===== src/rtl/keylock_pkg.sv =====
// Shared types and helpers for the programmable digit-sequence lock.
package keylock_pkg;

  localparam int unsigned DIGIT_W_DEF    = 4;
  localparam int unsigned CODE_LEN_DEF   = 6;
  localparam int unsigned MAX_CODE_BITS  = 256;
  localparam int unsigned MAX_DIGIT_BITS = 32;

  typedef enum logic [1:0] {
    IDLE,
    ENTRY,
    UNLOCKED,
    LOCKOUT
  } state_t;

  // Digit idx of a packed code (digit 0 in the LSBs); the caller truncates to its digit width.
  function automatic logic [MAX_DIGIT_BITS-1:0] get_digit(
    input logic [MAX_CODE_BITS-1:0] code,
    input int unsigned              idx,
    input int unsigned              width
  );
    logic [MAX_DIGIT_BITS-1:0] mask;
    logic [MAX_DIGIT_BITS-1:0] d;
    mask = '1;
    mask = ~(mask << width);
    d    = MAX_DIGIT_BITS'(code >> (idx * width));
    return d & mask;
  endfunction

endpackage


===== src/rtl/keylock_lockout_timer.sv =====
// Loadable down-counter; done is high whenever the count has reached zero.
module keylock_lockout_timer #(
  parameter int unsigned CYCLES = 16
) (
  input  logic clk,
  input  logic reset,
  input  logic load,
  output logic done
);

  localparam int unsigned W = $clog2(CYCLES + 1);

  logic [W-1:0] cnt_q;

  always_ff @(posedge clk) begin
    if (reset) begin
      cnt_q <= '0;
    end else if (load) begin
      cnt_q <= W'(CYCLES - 1);
    end else if (cnt_q != '0) begin
      cnt_q <= cnt_q - W'(1);
    end
  end

  assign done = (cnt_q == '0);

endmodule


===== src/rtl/keylock_seq_fsm.sv =====
// Programmable digit-sequence lock with full-length entry, relock and fail counting.
// Optional lockout after MAX_FAILS consecutive failures: define KEYLOCK_LOCKOUT_EN.
module keylock_seq_fsm
  import keylock_pkg::*;
#(
  parameter int unsigned                    DIGIT_W        = DIGIT_W_DEF,
  parameter int unsigned                    CODE_LEN       = CODE_LEN_DEF,
  parameter logic [CODE_LEN*DIGIT_W-1:0]    DEFAULT_CODE   = 24'h652533,
  parameter int unsigned                    MAX_FAILS      = 3,
  parameter int unsigned                    LOCKOUT_CYCLES = 16
) (
  input  logic                              clk,
  input  logic                              reset,
  input  logic                              key_valid,
  input  logic [DIGIT_W-1:0]                key,
  input  logic                              relock,
  input  logic                              prog_we,
  input  logic [CODE_LEN*DIGIT_W-1:0]       prog_code,
  output logic                              locked,
  output logic                              fail,
  output logic                              lockout,
  output logic [$clog2(CODE_LEN+1)-1:0]     digit_cnt
);

  localparam int unsigned CODE_W = CODE_LEN * DIGIT_W;
  localparam int unsigned CNT_W  = $clog2(CODE_LEN + 1);
  localparam int unsigned FCNT_W = $clog2(MAX_FAILS + 1);

  state_t              state_q, state_d;
  logic [CODE_W-1:0]   code_q, code_d;
  logic [CNT_W-1:0]    cnt_q, cnt_d;
  logic [FCNT_W-1:0]   fcnt_q, fcnt_d, fcnt_inc;
  logic                mism_q, mism_d;
  logic                locked_q, locked_d;
  logic                fail_q, fail_d;
  logic                lockout_q, lockout_d;
  logic                timer_load;
  logic                timer_done;
  logic [DIGIT_W-1:0]  exp_digit;
  logic                bad;

`ifdef KEYLOCK_LOCKOUT_EN
  keylock_lockout_timer #(
    .CYCLES (LOCKOUT_CYCLES)
  ) u_timer (
    .clk   (clk),
    .reset (reset),
    .load  (timer_load),
    .done  (timer_done)
  );
`else
  assign timer_done = 1'b1;
`endif

  always_ff @(posedge clk) begin
    if (reset) begin
      state_q   <= IDLE;
      code_q    <= DEFAULT_CODE;
      cnt_q     <= '0;
      fcnt_q    <= '0;
      mism_q    <= 1'b0;
      locked_q  <= 1'b1;
      fail_q    <= 1'b0;
      lockout_q <= 1'b0;
    end else begin
      state_q   <= state_d;
      code_q    <= code_d;
      cnt_q     <= cnt_d;
      fcnt_q    <= fcnt_d;
      mism_q    <= mism_d;
      locked_q  <= locked_d;
      fail_q    <= fail_d;
      lockout_q <= lockout_d;
    end
  end

  // In IDLE cnt_q is zero, so cnt_q selects the expected digit in both IDLE and ENTRY.
  assign exp_digit = DIGIT_W'(get_digit(MAX_CODE_BITS'(code_q), 32'(cnt_q), DIGIT_W));
  assign bad       = mism_q | (key != exp_digit);
  assign fcnt_inc  = (fcnt_q < FCNT_W'(MAX_FAILS)) ? fcnt_q + FCNT_W'(1) : fcnt_q;

  always_comb begin
    state_d    = state_q;
    code_d     = code_q;
    cnt_d      = cnt_q;
    fcnt_d     = fcnt_q;
    mism_d     = mism_q;
    locked_d   = locked_q;
    fail_d     = 1'b0;
    lockout_d  = lockout_q;
    timer_load = 1'b0;
    case (state_q)
      IDLE: begin
        if (key_valid) begin
          state_d = ENTRY;
          cnt_d   = CNT_W'(1);
          mism_d  = (key != exp_digit);
        end
      end
      ENTRY: begin
        if (key_valid) begin
          if (cnt_q == CNT_W'(CODE_LEN - 1)) begin
            mism_d = 1'b0;
            if (!bad) begin
              state_d  = UNLOCKED;
              locked_d = 1'b0;
              fcnt_d   = '0;
              cnt_d    = CNT_W'(CODE_LEN);
            end else begin
              state_d = IDLE;
              fail_d  = 1'b1;
              fcnt_d  = fcnt_inc;
              cnt_d   = '0;
`ifdef KEYLOCK_LOCKOUT_EN
              if (fcnt_inc == FCNT_W'(MAX_FAILS)) begin
                state_d    = LOCKOUT;
                lockout_d  = 1'b1;
                timer_load = 1'b1;
              end
`endif
            end
          end else begin
            cnt_d  = cnt_q + CNT_W'(1);
            mism_d = bad;
          end
        end
      end
      UNLOCKED: begin
        if (prog_we) begin
          code_d = prog_code;
        end
        if (relock) begin
          state_d  = IDLE;
          locked_d = 1'b1;
          cnt_d    = '0;
        end
      end
      LOCKOUT: begin
        if (timer_done) begin
          state_d   = IDLE;
          lockout_d = 1'b0;
          fcnt_d    = '0;
        end
      end
      default: state_d = IDLE;
    endcase
  end

  assign locked    = locked_q;
  assign fail      = fail_q;
  assign lockout   = lockout_q;
  assign digit_cnt = cnt_q;

endmodule


===== config.mk =====
export PLATFORM = sky130hd
export DESIGN_NAME = keylock_seq_fsm
export DESIGN_NICKNAME = d
export VERILOG_FILES = /design/src/rtl/keylock_pkg.sv /design/src/rtl/keylock_lockout_timer.sv /design/src/rtl/keylock_seq_fsm.sv
export SDC_FILE = /design/constraint.sdc
export NUM_CORES = 1
export LEC_CHECK = 0
export BUFFER_PORTS_ARGS = -buffer_cell sky130_fd_sc_hd__buf_2
export CORE_ASPECT_RATIO = 1.2
export CORE_MARGIN = 2
export CORE_UTILIZATION = 45
export DETAILED_ROUTE_END_ITERATION = 16
export PLACE_DENSITY = 0.68
export SYNTH_ARGS = -nofsm -noshare
export SYNTH_HDL_FRONTEND = slang
export SYNTH_HIERARCHICAL = 1
export SYNTH_SLANG_ARGS = --single-unit

===== constraint.sdc =====
create_clock -name clk -period 3.45 [get_ports clk]
set_input_delay 0.1725 -clock clk [delete_from_list [all_inputs] [get_ports clk]]
set_output_delay 0.1725 -clock clk [all_outputs]
set_load 0.03 [all_outputs]

==> results of run 1 <==
-- state kept, by name, indices dropped and copies added (netlist names) --
name and cells:
state_q 2, locked 1, code_q 24, fail 1, mism_q 1, digit_cnt 3
-- worst register-to-register path, cell delays in order, from the launching register on --
cell,delay (ns)
dfxtp_1,0.77
inv_1,0.13
ha_1,0.25
nand2_1,0.15
nor2_1,0.07
or4b_2,0.60
o21ai_1,0.12
-- final timing paths --
path              slack (ns)          start  cells past startpoint         end
setup / recovery        1.29   digit_cnt[1]                      6      mism_q
hold / removal          0.09  prog_code[10]                      3  code_q[10]
setup reg to reg        1.29   digit_cnt[1]                      6      mism_q
hold reg to reg         0.46     code_q[19]                      2  code_q[19]
-- cell type report --
class                           instances  area (sq um)  area share
Clock buffer                            6          82.6      0.0409
Inverter                                9          33.8      0.0167
Multi-Input combinational cell        164          1000       0.496
Clock inverter                          2          10.0     0.00496
Sequential cell                        32           641       0.317
Timing Repair Buffer                   37           185      0.0917
Tap cell                               52          65.1      0.0322
-- placed cells by master, fill, tap and decap left out, types with 2 or more instances in the layout --
cell	n
a31oi_1	2
clkbuf_8	6
xnor2_1	12
buf_2	37
nand2_1	51
dfxtp_1	32
inv_1	9
mux2i_1	14
clkinv_2	2
o21ai_0	4
nand3_1	14
o22ai_1	4
nor2b_1	2
ha_1	7
or4b_2	2
a21oi_1	19
nor2_1	11
-- cell families after synthesis --
logic type,Yosys count,share of synthesized area
AO/OA/AOI/OAI,41,0.147
XOR/XNOR,12,0.0600
adder cells (fa/ha/maj),7,0.0500
buffers and inverters,22,0.0628
flip-flops,32,0.365
multiplexers,14,0.0799
other,1,0.00214
AND/OR/NAND/NOR,89,0.233
-- metal layers --
metal,track usage,up-vias
met1,0.230,700
li1,-,802
met5,0,-
met2,0.290,43
met4,0.0773,0
met3,0.0499,7
-- power groups by stage --
| stage | Sequential, mW | Clock [mW] | Combinational, mW |
|---|---|---|---|
| after floorplan | 0.394 | 0 | 0.0990 |
| after global placement | 0.398 | 0 | 0.130 |
| after detailed placement | 0.399 | 0 | 0.130 |
| after CTS | 0.390 | 0.300 | 0.131 |
| after global routing | 0.392 | 0.317 | 0.148 |
| final | 0.390 | 0.294 | 0.131 |
==> impl_metrics.py, run 1 <==
metrics = {
    "route": {
        "via_per_inst": 5.14,
        "dr_total_vias": 1552,
        "wl_met2_mm": 1.73,
        "drc": 0,
        "ant_nets": 0,
        "routed.top_layer": "met4",
        "routed_wl_mm": 3.66,
        "drtIter0Drc": 31,
        "routedWlPerCell_um": 12.1,
        "first_pass_iters": 6,
        "wl_met1_mm": 1.68,
        "routed-wl-met3_um": 197,
    },
    "clock_tree": {
        "clk_latency_ns": 0.28,
        "ctsHoldBuffers": 0,
        "cts.clk_slew.worst_paths_ns": 0.07,
        "cts_sinks": 32,
        "cts-htree-levels": 2,
        "cts_buffers": 5,
        "cts_setup_buffers": 0,
        "cts_buffer_depth": 2,
        "cts_tree": "built",
        "root_buffer": "clkbuf_8",
        "post_cts_resized": 0,
    },
    "yosys": {
        "syn_inst": 218,
        "ys.flop_type": "dfxtp_1",
        "synth_nets": 258,
        "yosys_register_bits": 32,
        "netlist_top_cells_count": "51 x nand2_1, 32 x dfxtp_1, 19 x a21oi_1, 14 x mux2i_1, 14 x nand3_1",
        "synthesis.area_sq_um": 1750,
        "synth.avg_cell_area_sq_um": 8.04,
        "synth.most_common_cell": "nand2_1",
        "synth_top_cell_by_area": "dfxtp_1",
        "synth_edf_count": 0,
        "synthTopCellsByArea": "dfxtp_1 37%, nand2_1 11%, mux2i_1 8.0%, xnor2_1 6.0%, a21oi_1 5.4%",
        "async_flop_share": 0,
        "yosysUniqueCellTypes": 42,
        "ys_warn_count": 6,
        "synth_seq_area_share": 0.365,
        "yosys.area.top_type_share": 0.365,
    },
    "critical_path": {
        "critPathSlowestCell": "dfxtp_1",
        "crit_type": "flip-flop to flip-flop",
        "cp-end-kind": "flip-flop",
        "start_kind": "flip-flop",
        "crit_family": "simple AND/OR/NAND/NOR gates",
        "worst_ep_arrival_time_ns": 2.37,
        "slowest_delay_ns": 0.77,
        "cp.required_ns": 3.67,
        "crit_fanout": 16,
        "crit_chain": "inv_1 > ha_1 > nand2_1 > nor2_1 > or4b_2 > o21ai_1",
        "worst-path-buf-inv": 1,
    },
    "timing": {
        "hold_viol": 0,
        "setup_viol": 0,
        "holdWs_ns": 0.0946,
        "fmax_mhz": 464,
        "slew_headroom": 0.454,
        "setup_tns_ns": 0,
        "fin_crit_sh": 0.625,
        "setup_slack_ns": 1.29,
        "fin_skew_ns": 0.00546,
        "worstMarginPinSlew_ns": 0.818,
        "finalCriticalPeriod_ns": 2.16,
        "slew_violations": 0,
        "rsz0062_at_grt": "no",
    },
    "placed_design": {
        "gp_congestion": 0.830,
        "port_buffers": 37,
        "postPlaceCellArea_sq_um": 1930,
        "place_ws_ns": 1.29,
        "dp_hpwl_mm": 2.62,
        "dp_cells": 294,
    },
    "power": {
        "p_leak_nw": 0.838,
        "powerDensity_nw_per_um2": 404,
        "p_comb_frac": 0.161,
        "switchingPower_mw": 0.224,
        "power.total_mw": 0.815,
        "vdd_drop_max_uv": 247,
        "clkPwrFrac": 0.361,
        "seqPwrFrac": 0.478,
        "sw_frac_of_total": 0.274,
        "power.internal_mw": 0.592,
    },
    "grt": {
        "grt_max_degree": 25,
        "grt_use_total": 0.183,
        "globalRouteOverflowTotal": 0,
        "grt_pass1_wl_mm": 6.14,
        "grt_pass1_vias": 1426,
        "antenna_found_initial": 0,
    },
    "final_layout": {
        "finalNetCount": 289,
        "design_area_sq_um": 2020,
        "final_cells": 302,
        "utilization": 0.547,
        "syn_to_final_growth_pct": 15.2,
        "n_fill_cell": 389,
        "drive_gt1_frac": 0.204,
        "antenna_cells": 0,
    },
    "die": {
        "io_pins": 39,
        "num_rows": 24,
        "dieHeight_um": 72.4,
        "core-area_sq_um": 3690,
        "start_util": 0.475,
        "die-area_sq_um": 4410,
        "dieWidth_um": 61.0,
    },
    "min_path": {
        "hold_class": "input port to flip-flop",
    },
    "job": {
        "drv_cap": 0,
    },
    "status": {
        "status": "complete, no violations",
    },
}
Note: power is estimated with default switching activity, not from simulation.
==> inputs of run 2 (changes only) <==
--- a/config.mk
+++ b/config.mk
@@ -5,12 +5,13 @@
 export SDC_FILE = /design/constraint.sdc
 export NUM_CORES = 1
 export LEC_CHECK = 0
+export ABC_AREA = 1
 export BUFFER_PORTS_ARGS = -buffer_cell sky130_fd_sc_hd__buf_2
 export CORE_ASPECT_RATIO = 1.2
 export CORE_MARGIN = 2
 export CORE_UTILIZATION = 45
 export DETAILED_ROUTE_END_ITERATION = 16
-export PLACE_DENSITY = 0.68
+export PLACE_DENSITY = 0.71
 export SYNTH_ARGS = -nofsm -noshare
 export SYNTH_HDL_FRONTEND = slang
 export SYNTH_HIERARCHICAL = 1
==> constraint.sdc (replaced) <==
create_clock -name clk -period 1.8 [get_ports clk]
set_input_delay 0.09 -clock clk [delete_from_list [all_inputs] [get_ports clk]]
set_output_delay 0.09 -clock clk [all_outputs]
set_load 0.03 [all_outputs]
==> run 2 against run 1 <==
Non-clock buffer count increased by 10. Synthesized area fell by 1.1%. First-iteration DRC count rose to 2.8 times the previous value. Critical endpoint is now state_q[1]. Fmax increased by 32%. Core utilization is 3.4 points higher. Die area down 1.1%. Clock power increased by 130%. Synthesized cell count increased by 13%. Largest cell class unchanged. Setup slack lost 1.1 ns. Design area increased by 5.3%. Flip-flop and latch count unchanged.
==> impl_metrics.py, run 2 <==
metrics = {
    "yosys": {
        "syn_inst": 246,
        "synth_nets": 286,
        "synth.most_common_cell": "nand2_1",
        "synth_edf_count": 0,
        "async_flop_share": 0,
        "synth_seq_area_share": 0.370,
        "synthTopCellsByArea": "dfxtp_1 37%, nand2_1 14%, nand3_1 5.5%, ha_1 5.1%, inv_1 4.5%",
        "yosys_register_bits": 32,
        "synth.avg_cell_area_sq_um": 7.04,
        "yosysUniqueCellTypes": 29,
        "ys.flop_type": "dfxtp_1",
        "netlist_top_cells_count": "64 x nand2_1, 32 x dfxtp_1, 21 x inv_1, 19 x nand3_1, 14 x a21oi_1",
        "synth_top_cell_by_area": "dfxtp_1",
        "yosys.area.top_type_share": 0.370,
        "synthesis.area_sq_um": 1730,
        "ys_warn_count": 6,
    },
    "grt": {
        "top_usage_layer": "met2",
        "grt_use_total": 0.195,
        "grt_max_degree": 27,
        "antenna_found_initial": 0,
        "grt_pass1_wl_mm": 6.40,
        "globalRouteOverflowTotal": 0,
        "use_met1": 0.231,
        "grt_pass1_vias": 1501,
        "grt.met2_usage": 0.320,
        "grt.met3_usage": 0.0535,
    },
    "route": {
        "first_pass_iters": 4,
        "drc": 0,
        "ant_nets": 0,
        "drtIter0Drc": 86,
        "dr_total_vias": 1637,
        "routedWlPerCell_um": 11.0,
        "routed_wl_mm": 3.77,
        "via_per_inst": 4.79,
    },
    "timing": {
        "setup_tns_ns": 0,
        "fmax_mhz": 613,
        "fin_crit_sh": 0.906,
        "slew_violations": 0,
        "finalCriticalPeriod_ns": 1.63,
        "holdWs_ns": 0.0127,
        "setup_viol": 0,
        "fin_skew_ns": 0.00206,
        "hold_viol": 0,
    },
    "critical_path": {
        "crit_fanout": 4,
        "cp-end-kind": "flip-flop",
        "crit_type": "flip-flop to flip-flop",
        "start_kind": "flip-flop",
        "worst_ep_arrival_time_ns": 1.81,
        "rrSetupSlack_ns": 0.17,
        "cp.required_ns": 1.98,
    },
    "die": {
        "io_pins": 39,
        "start_util": 0.473,
        "num_rows": 24,
        "dieWidth_um": 60.7,
        "core-area_sq_um": 3660,
        "die-area_sq_um": 4370,
        "dieHeight_um": 72.0,
    },
    "final_layout": {
        "final_common_cell": "nand2_1",
        "most-common-layout-cells": "64 x nand2_1, 37 x buf_2, 30 x dfxtp_1",
        "drive_gt1_frac": 0.286,
        "finalNetCount": 329,
        "regMostFlops": "code_q",
        "syn_to_final_growth_pct": 22.7,
        "n_fill_cell": 394,
        "design_area_sq_um": 2130,
        "antenna_cells": 0,
        "largest_reg_flops": 24,
    },
    "placed_design": {
        "port_buffers": 37,
        "dp_hpwl_mm": 2.81,
        "postPlaceCellArea_sq_um": 1980,
        "gp_congestion": 0.865,
    },
    "power": {
        "p_leak_nw": 1.02,
        "vdd_drop_max_uv": 724,
        "powerDensity_nw_per_um2": 1440,
    },
    "clock_tree": {
        "root_buffer": "clkbuf_8",
        "cts_sinks": 32,
        "cts-htree-levels": 2,
        "cts_setup_buffers": 0,
        "cts_buffers": 5,
        "clk_latency_ns": 0.29,
        "cts_tree": "built",
        "cts.clk_slew.worst_paths_ns": 0.07,
        "cts_buffer_depth": 2,
    },
    "status": {
        "status": "complete, no violations",
    },
    "min_path": {
        "hold_class": "input port to flip-flop",
    },
    "job": {
        "drv_cap": 0,
    },
}
## run 2: worst max-delay path, stage by stage, from the launching register on
cell and delay [ns]:
dfxtp_1 0.34, inv_1 0.12, ha_1 0.25, inv_1 0.07, o21ai_0 0.32, nor2_1 0.15, o21ai_0 0.23, a21oi_2 0.04
## run 2: timing repair
item / CTS / global route
hold endpoints to repair: 2 / 0
resized for setup: 0 / 6
hold buffers: 2 / 0
endpoints found under the setup margin: 0 / 5
## run 2: per-layer routing
| metal | vias to the layer above | share of wire |
|---|---|---|
| li1 | 870 | - |
| met1 | 718 | 0.44 |
| met2 | 38 | 0.48 |
| met3 | 11 | 0.048 |
| met4 | 0 | 0.030 |
| met5 | - | 0 |
## run 2: final cells by class
cell class	instances	area, sq um	share of cell area
Multi-Input combinational cell	164	887	0.417
Clock buffer	6	72.6	0.0341
Clock inverter	2	35.0	0.0165
Tap cell	52	65.1	0.0306
Inverter	39	156	0.0735
Sequential cell	32	646	0.304
Timing Repair Buffer	47	265	0.125
## run 2: path summary, 6_finish.rpt
| path | from | cells past startpoint | to |
|---|---|---|---|
| worst max-delay path | state_q[0] | 7 | state_q[1] |
| worst min-delay path | prog_code[16] | 3 | code_q[16] |
| worst max register to register | state_q[0] | 7 | state_q[1] |
| worst min register to register | code_q[19] | 2 | code_q[19] |
## run 2: power breakdown
part | internal [mW] | switching [mW]
registers | 0.889 | 0.137
logic | 0.493 | 0.860
clock network | 0.411 | 0.275
## run 2: logic make-up after synthesis
family / synth area share
flops: 0.370
fa+ha+maj: 0.0505
buf+inv: 0.123
compound gates: 0.185
xor+xnor: 0.00506
other cells: 0.00216
simple gates: 0.265
## run 2: through the flow
stage	setup WS, ns	cells	util	power (mW)
finish	0.169	342	0.581	3.07
global route	-0.00000266	342	0.581	3.33
CTS	0.0649	342	0.576	3.04
detailed placement	0.0852	332	0.541	2.34
global placement	0.106	332	0.541	2.32
floorplan	0.0572	246	-	2.05
